File: config.mk
export PLATFORM = sky130hd
export DESIGN_NAME = ic_test_sequencer
export DESIGN_NICKNAME = d
export VERILOG_FILES = /design/src/rtl/ic_tester_pkg.sv /design/src/rtl/gate_model.sv /design/src/rtl/ic_test_sequencer.sv
export SDC_FILE = /design/constraint.sdc
export NUM_CORES = 1
export LEC_CHECK = 0
export CORE_MARGIN = 3
export CORE_UTILIZATION = 45
export DETAILED_ROUTE_END_ITERATION = 10
export HOLD_SLACK_MARGIN = 0.1
export PLACE_DENSITY = 0.7
export SYNTH_ARGS = -nofsm -noshare
export SYNTH_HDL_FRONTEND = slang
export SYNTH_SLANG_ARGS = --single-unit
File: constraint.sdc
create_clock -name clk -period 3.85 [get_ports clk]
set_clock_uncertainty 0.2 [all_clocks]
set_input_delay 1.155 -clock clk [delete_from_list [all_inputs] [get_ports clk]]
set_output_delay 1.155 -clock clk [all_outputs]
set_load 0.01 [all_outputs]
File: src/rtl/ic_tester_pkg.sv
// Shared definitions for the logic-IC tester: gate-type encodings, sequencer states, vector count.
// Optional build macro used by the sequencer: EARLY_ABORT_EN.
package ic_tester_pkg;

    localparam logic [2:0] GT_AND  = 3'd0;
    localparam logic [2:0] GT_OR   = 3'd1;
    localparam logic [2:0] GT_NAND = 3'd2;
    localparam logic [2:0] GT_NOR  = 3'd3;
    localparam logic [2:0] GT_XOR  = 3'd4;
    localparam logic [2:0] GT_XNOR = 3'd5;

    localparam int NUM_VECTORS = 4;

    typedef enum logic [2:0] {
        S_IDLE,
        S_APPLY,
        S_SETTLE,
        S_SAMPLE,
        S_NEXT,
        S_DONE
    } state_t;

    function automatic logic type_valid(input logic [2:0] t);
        return t <= GT_XNOR;
    endfunction

endpackage

File: src/rtl/gate_model.sv
// Combinational reference model of one 2-input gate; invalid types yield 0.
module gate_model
    import ic_tester_pkg::*;
(
    input  logic [2:0] gate_type,
    input  logic       a,
    input  logic       b,
    output logic       y
);

    always_comb begin
        // NOTE: default assigned first so no path through the case can infer a latch.
        y = 1'b0;
        case (gate_type)
            GT_AND:  y = a & b;
            GT_OR:   y = a | b;
            GT_NAND: y = ~(a & b);
            GT_NOR:  y = ~(a | b);
            GT_XOR:  y = a ^ b;
            GT_XNOR: y = ~(a ^ b);
            default: y = 1'b0;
        endcase
    end

endmodule

File: src/rtl/ic_test_sequencer.sv
// Walks each gate channel through the 2-bit truth table and grades it against gate_model.
// Define EARLY_ABORT_EN to stop testing a gate at its first mismatching vector.
module ic_test_sequencer
    import ic_tester_pkg::*;
#(
    parameter int NUM_GATES     = 6,
    parameter int SETTLE_CYCLES = 4,
    parameter int CNT_W         = 4
) (
    input  logic                 clk,
    input  logic                 reset,
    input  logic                 start,
    input  logic                 icg,
    input  logic [2:0]           gate_type,
    input  logic [NUM_GATES-1:0] dut_y,
    output logic [NUM_GATES-1:0] stim_a,
    output logic [NUM_GATES-1:0] stim_b,
    output logic                 busy,
    output logic                 done,
    output logic                 abort,
    output logic [NUM_GATES-1:0] pass,
    output logic [NUM_GATES-1:0] fail,
    output logic [2*CNT_W-1:0]   COUNT
);

    localparam int GATE_W = 4;
    localparam int SC_W   = $clog2(SETTLE_CYCLES + 1);
    localparam logic [SC_W-1:0]   SETTLE_LOAD = SC_W'(SETTLE_CYCLES - 1);
    localparam logic [GATE_W-1:0] LAST_GATE   = GATE_W'(NUM_GATES - 1);
    localparam logic [1:0]        LAST_VEC    = 2'(NUM_VECTORS - 1);

    state_t               state, next_state;
    logic [GATE_W-1:0]    gate;
    logic [1:0]           vec;
    logic [SC_W-1:0]      settle_cnt;
    logic                 gate_err;
    logic [2:0]           type_q;
    logic [CNT_W-1:0]     pass_cnt, fail_cnt;
    logic                 abort_q;

    logic [NUM_GATES-1:0] sel;
    logic                 drive;
    logic                 expected;
    logic                 mismatch;
    logic                 lost_icg;

    gate_model u_model (
        .gate_type (type_q),
        .a         (vec[1]),
        .b         (vec[0]),
        .y         (expected)
    );

    always_comb begin
        sel = '0;
        for (int i = 0; i < NUM_GATES; i++) begin
            sel[i] = (gate == GATE_W'(i));
        end
    end

    // Stimulus drops the instant icg falls, without waiting for the state to change.
    assign drive    = icg && (state == S_APPLY || state == S_SETTLE || state == S_SAMPLE);
    assign stim_a   = (drive && vec[1]) ? sel : '0;
    assign stim_b   = (drive && vec[0]) ? sel : '0;
    assign mismatch = (|(dut_y & sel)) != expected;
    assign lost_icg = (state != S_IDLE) && !icg;

    assign busy  = (state != S_IDLE);
    assign done  = (state == S_DONE) && icg;
    assign abort = abort_q;
    assign COUNT = {fail_cnt, pass_cnt};

    always_ff @(posedge clk or posedge reset) begin
        if (reset) state <= S_IDLE;
        else       state <= next_state;
    end

    always_comb begin
        next_state = state;
        case (state)
            S_IDLE:   if (start && icg && type_valid(gate_type)) next_state = S_APPLY;
            S_APPLY:  next_state = S_SETTLE;
            S_SETTLE: if (settle_cnt == '0) next_state = S_SAMPLE;
            S_SAMPLE: begin
`ifdef EARLY_ABORT_EN
                if (mismatch)             next_state = S_NEXT;
                else if (vec != LAST_VEC) next_state = S_APPLY;
                else                      next_state = S_NEXT;
`else
                if (vec != LAST_VEC) next_state = S_APPLY;
                else                 next_state = S_NEXT;
`endif
            end
            S_NEXT:   next_state = (gate == LAST_GATE) ? S_DONE : S_APPLY;
            S_DONE:   next_state = S_IDLE;
            default:  next_state = S_IDLE;
        endcase
        if (lost_icg) next_state = S_IDLE;
    end

    always_ff @(posedge clk or posedge reset) begin
        if (reset) begin
            gate       <= '0;
            vec        <= '0;
            settle_cnt <= '0;
            gate_err   <= 1'b0;
            type_q     <= GT_AND;
            pass       <= '0;
            fail       <= '0;
            pass_cnt   <= '0;
            fail_cnt   <= '0;
            abort_q    <= 1'b0;
        end else begin
            // NOTE: non-blocking so every register samples pre-edge values, matching the flops.
            abort_q <= 1'b0;
            if (lost_icg) begin
                abort_q <= 1'b1;
            end else begin
                case (state)
                    S_IDLE: begin
                        if (next_state == S_APPLY) begin
                            gate     <= '0;
                            vec      <= '0;
                            gate_err <= 1'b0;
                            type_q   <= gate_type;
                            pass     <= '0;
                            fail     <= '0;
                            pass_cnt <= '0;
                            fail_cnt <= '0;
                        end
                    end
                    S_APPLY:  settle_cnt <= SETTLE_LOAD;
                    S_SETTLE: if (settle_cnt != '0) settle_cnt <= settle_cnt - 1'b1;
                    S_SAMPLE: begin
                        gate_err <= gate_err | mismatch;
                        if (next_state == S_APPLY) vec <= vec + 1'b1;
                    end
                    S_NEXT: begin
                        if (gate_err) begin
                            fail     <= fail | sel;
                            fail_cnt <= fail_cnt + 1'b1;
                        end else begin
                            pass     <= pass | sel;
                            pass_cnt <= pass_cnt + 1'b1;
                        end
                        gate_err <= 1'b0;
                        vec      <= '0;
                        if (gate != LAST_GATE) gate <= gate + 1'b1;
                    end
                    default: ;
                endcase
            end
        end
    end

endmodule

### Word level (Yosys, flattened, before mapping)

Cells that the tools add are included.

* shift-type cells: 0
* divide/modulo/power cells: 0
* reductions and logical operators: 27
* magnitude comparators: 1
* $add $sub $neg: 5
* equality and inequality tests: 25
* bitwise operators: 11
* muxes and demuxes: 29
* multiply operators: 0

Operator list (number)
* $mux W6: 5
* $pmux W4 S2: 3
* $pmux W6 S2: 2
* $mux W3: 6
* $mux W4: 4
* $reduce_and A4 Y1: 4
* $pmux W3 S5: 1
* $add A4 B1 Y4 const B: 3
* $eq A3 B2 Y1 const B: 4
* $eq A3 B3 Y1 const B: 4
* $or A6 B6 Y6: 2
* $ne A2 B2 Y1 const B: 5
* $eq A3 B1 Y1 const B: 3
* $logic_not A3 Y1: 3
* $reduce_and A3 Y1: 3
* $reduce_bool A3 Y1: 3
* $eq A4 B2 Y1 const B: 2
* $eq A4 B3 Y1 const B: 2
* $logic_and A1 B1 Y1: 7
* $and A6 B6 Y6: 1
* $pmux W1 S6: 1
* $pmux W2 S3: 1
* $pmux W3 S2: 1
* $reduce_or A6 Y1: 1
* 18 further kinds: 27

* input bits: 13
* memories kept: 0
* bits in writable memories: 0
* ROM bits: 0
* logic and storage cells: 109
* bits in latches: 0
* output and inout bits: 35
* register bits: 37

### Depth between registers and ports, before layout

* depth in word-level cells: 8
* depth in mapped cells: 7
* depth with buffers taken out: 7

### Hierarchy

Synthesis repeated with hierarchy kept, for this count alone.

* cells, all modules: 227
* area, all modules: 2082.0 um^2

Modules (own cells, without submodules)
* ic_test_sequencer: area an instance 2005.7 um^2, cells each 217, instances 1, sequential area each 925.9 um^2
* gate_model: area an instance 76.3 um^2, cells each 10, instances 1, sequential area each 0.0 um^2

### Worst setup path before layout

No wires, ideal clock.

* path kind: input to output
* start: input port icg
* end: output port stim_b[3]
* path buffers: 1
* arrival: 1.775 ns
* data required time: 2.495 ns
* path slack: 0.720 ns
* stages on the path: 5
* path through: buf_6 > nand2b_1 > nor2_1 > nand2_1 > nor2_1

* cells in the longest elaborated chain, start to end: 3

RTL lines
* start, declared: RTL line ic_test_sequencer.sv:13 `input logic icg,`
* $logic_and A1 B1 Y1: RTL line ic_test_sequencer.sv:62 `assign drive = icg && (state == S_APPLY || state == S_SETTLE || state == S_SAMPLE);`
* $logic_and A1 B1 Y1: RTL line ic_test_sequencer.sv:64 `assign stim_b = (drive && vec[0]) ? sel : '0;`
* $mux W6: RTL line ic_test_sequencer.sv:64
* end, declared: RTL line ic_test_sequencer.sv:17 `output logic [NUM_GATES-1:0] stim_b,`

Every way passes these cells.

### Worst setup path after layout

* start: input port icg
* end: output port stim_b[5]

Same word-level chain as after synthesis.

==> flow_summary.rst <==
.. list-table::
   :header-rows: 1

   * - Metric
     - Value
   * - Clock tree root buffer cell
     - sky130_fd_sc_hd__clkbuf_8
   * - Routed Wire Length
     - 4.69 mm
   * - R2r setup slk
     - 1750 ps
   * - Clock tree from TritonCTS
     - done
   * - Count of nets left with antenna violations after detail routing
     - 0
   * - Leakage power of the design
     - 0.00124 uW
   * - Final standard cell count with taps included and fillers excluded
     - 331
   * - Hold Fails Final Rpt
     - 0
   * - Setup repair after global routing missed its margin
     - no
   * - Number of search-and-repair iterations in the first detailed-routing pass
     - 4
   * - Worst Slack Setup Final
     - 68.5 ps
   * - Maximum resistive drop on vdd
     - 0.343 mV
   * - Total core area
     - 4410 um^2
   * - Net count reported at finish
     - 301
   * - Vias/cell
     - 5.41
   * - Post-synth EDFFs
     - 0
   * - GRT Total Usage
     - 0.188
   * - CTS max path bufs
     - 2
   * - Top cells by count, synth
     - sky130_fd_sc_hd__dfrtp_1 (37), sky130_fd_sc_hd__nor2_1 (37), sky130_fd_sc_hd__nand2_1 (24)
   * - Max-slew violation count
     - 0
   * - Worst Path Arrival
     - 2430 ps
   * - Pre-CTS setup slack
     - -265 ps
   * - Row cnt
     - 24
   * - Status
     - finished clean
   * - Critical Path Sink Type
     - output pin
   * - Worst-path fanout max
     - 6
   * - Minimum hold slack
     - 295 ps
   * - Final Cycle Share
     - 0.982
   * - Top post-synthesis cells by area
     - sky130_fd_sc_hd__dfrtp_1 (44%), sky130_fd_sc_hd__nor2_1 (6.7%), sky130_fd_sc_hd__ha_1 (6.0%)
   * - Synth Flop Type
     - sky130_fd_sc_hd__dfrtp_1
   * - Synth top area share
     - 0.445
   * - Type of the worst setup path
     - in -> out
   * - Sequential cell area in the final layout
     - 926 um^2
   * - Overall die area
     - 5480 um^2
   * - Number of violations of the max-capacitance limit
     - 0
   * - Port buffer count
     - 47
   * - Share of layout cells above drive strength 1
     - 0.104
   * - Initial antenna violation count
     - 0
   * - Area taken by multi-input logic gates
     - 1050 um^2
   * - DR WL/cell
     - 14.2 um
   * - Post-Syn Area
     - 2080 um^2
   * - DP Area
     - 2590 um^2
   * - Kind of launch point of the worst setup path
     - primary input
   * - Nets in the synthesized netlist
     - 251
   * - Clock Pin Slew Worst Setup and Hold Paths
     - 70 ps
   * - Finished Cell Area
     - 2720 um^2
   * - CTS H-Tree Depth
     - 2
   * - Avg Inst Size Synth
     - 9.13 um^2
   * - Number of CTS-inserted buffers
     - 5
   * - Slew at the pin with the worst max-slew slack
     - 542 ps
   * - Area Growth Syn to Fin
     - 30.5%
   * - Number of placed instances, taps included
     - 323
   * - Async set or reset register ratio after synthesis
     - 1.00
   * - Relative slew margins
     - 0.635
   * - Placer congestion estimate
     - 0.791
   * - Pin count of the biggest net entering global routing
     - 38
   * - Vias in the first global route
     - 1,672
   * - Total congestion overflow
     - 0
   * - Starting utilization of the core area
     - 0.472
   * - Post-synthesis sequential area ratio
     - 0.445
   * - DRC
     - 0
   * - Filler instances
     - 367
   * - DP HPWL
     - 3.36 mm
   * - Count of mapped cells out of synthesis
     - 228
   * - DRC marker count from the first detailed-route iteration
     - 43
   * - Count of yosys warnings during synthesis
     - 0
   * - Synth unique cells
     - 47
   * - Largest area contributor in the synthesized netlist
     - sky130_fd_sc_hd__dfrtp_1
   * - Fmax
     - 0.264 GHz
   * - CTS Hold Bufs
     - 0
   * - Number of diodes
     - 0
   * - Kind of path behind the tightest hold check
     - reg -> reg
   * - CTS sink cnt
     - 37
   * - Data required, critical path
     - 2490 ps
   * - I/O pin cnt
     - 48
   * - Minimum period implied by the final worst setup slack
     - 3780 ps
   * - Die span in y
     - 74.0 um
   * - Clk Latency, worst-skew pair
     - 290 ps
   * - Flop and latch count out of synthesis
     - 37
   * - Pwr dens
     - 389 nW/um^2
   * - Die outline width
     - 74.0 um
   * - Via count
     - 1,792
   * - Wire length of the first global-routing pass
     - 7.99 mm
   * - Total setup violations reported at the end of the flow
     - 0
routing by layer:
layer	global-route usage	routed length, um	share of wire	vias up
met5	0	0	0	-
met1	0.263	2200	0.47	854
met4	0.0503	27	0.0058	0
li1	-	-	-	893
met3	0.0419	212	0.045	4
met2	0.295	2250	0.48	41
critical path, stage by stage:
cell and delay, ps:
sky130_fd_sc_hd__clkdlybuf4s50_1 490, sky130_fd_sc_hd__nand2b_1 110, sky130_fd_sc_hd__nor2_2 160, sky130_fd_sc_hd__nand2_2 130
sky130_fd_sc_hd__nor2_1 110, sky130_fd_sc_hd__dlygate4sd2_1 280
final cells by class:
type / count / share of cell area
clock buffer: 5 / 0.0253
clock inverter: 3 / 0.0253
inverter: 13 / 0.0180
multi-input combinational: 169 / 0.385
sequential: 37 / 0.341
tap: 52 / 0.0239
timing repair buffer: 52 / 0.181
per-stage QoR:
stage | total power (uW) | setup TNS, ps | util
2_1_floorplan | 599 | 0 | -
4_1_cts | 1070 | 0 | 0.615
3_3_place_gp | 648 | -3130 | 0.586
3_5_place_dp | 652 | -3030 | 0.586
6_report | 1060 | 0 | 0.616
5_1_grt | 1110 | 0 | 0.616
final timing paths:
check | cells after the start | endpoint | from
setup / recovery | 6 | stim_b[5] | icg
setup reg to reg | 7 | gate[2]$_DFFE_PP0P_ | gate[1]$_DFFE_PP0P_
max in group asynchronous | 3 | vec[0]$_DFFE_PP0P_ | reset
hold reg to reg | 2 | fail[0]$_DFFE_PP0P_ | fail[0]$_DFFE_PP0P_
min in group asynchronous | 3 | fail_cnt[3]$_DFFE_PP0P_ | reset
hold / removal | 2 | fail[0]$_DFFE_PP0P_ | fail[0]$_DFFE_PP0P_
power by group:
part	internal [uW]	total, uW	switching (uW)
combinational	101	199	98.0
clock	261	409	148
sequential	417	449	32.0
total	778	1060	278
cell families (layout without fill, tap and decap cells):
logic type / count (synthesis) / count (layout) / synth area share
flip-flops: 37 / 37 / 0.445
XOR/XNOR: 4 / 4 / 0.0168
multiplexers: 6 / 6 / 0.0312
AND/OR/NAND/NOR: 95 / 95 / 0.231
AO/OA/AOI/OAI: 54 / 54 / 0.160
adder cells (fa/ha/maj): 10 / 10 / 0.0601
buffers and inverters: 22 / 73 / 0.0559
sequential cells by signal (all words and copies together), names as in the netlist:
register / count
settle_cnt: 3
vec: 2
gate: 4
gate_err: 1
fail_cnt: 4
state: 3
type_q: 3
pass: 6
pass_cnt: 4
fail: 6
abort: 1
placed cells by master, fill, tap and decap left out, types with 5 or more instances in the layout:
| master | instances |
|---|---|
| sky130_fd_sc_hd__a21oi_1 | 14 |
| sky130_fd_sc_hd__a31oi_1 | 9 |
| sky130_fd_sc_hd__buf_4 | 5 |
| sky130_fd_sc_hd__clkbuf_8 | 5 |
| sky130_fd_sc_hd__clkdlybuf4s50_1 | 34 |
| sky130_fd_sc_hd__dfrtp_1 | 37 |
| sky130_fd_sc_hd__dlygate4sd2_1 | 8 |
| sky130_fd_sc_hd__ha_1 | 10 |
| sky130_fd_sc_hd__inv_1 | 12 |
| sky130_fd_sc_hd__nand2_1 | 22 |
| sky130_fd_sc_hd__nand2b_1 | 6 |
| sky130_fd_sc_hd__nor2_1 | 36 |
| sky130_fd_sc_hd__o21ai_0 | 10 |
repair_timing:
| item | in CTS | in global routing |
|---|---|---|
| resized for setup | 16 | 6 |
| setup endpoints to repair | 13 | 5 |
| setup buffers | 0 | 0 |
| pin swaps | 0 | 1 |
(Power assumes the default switching activity.)
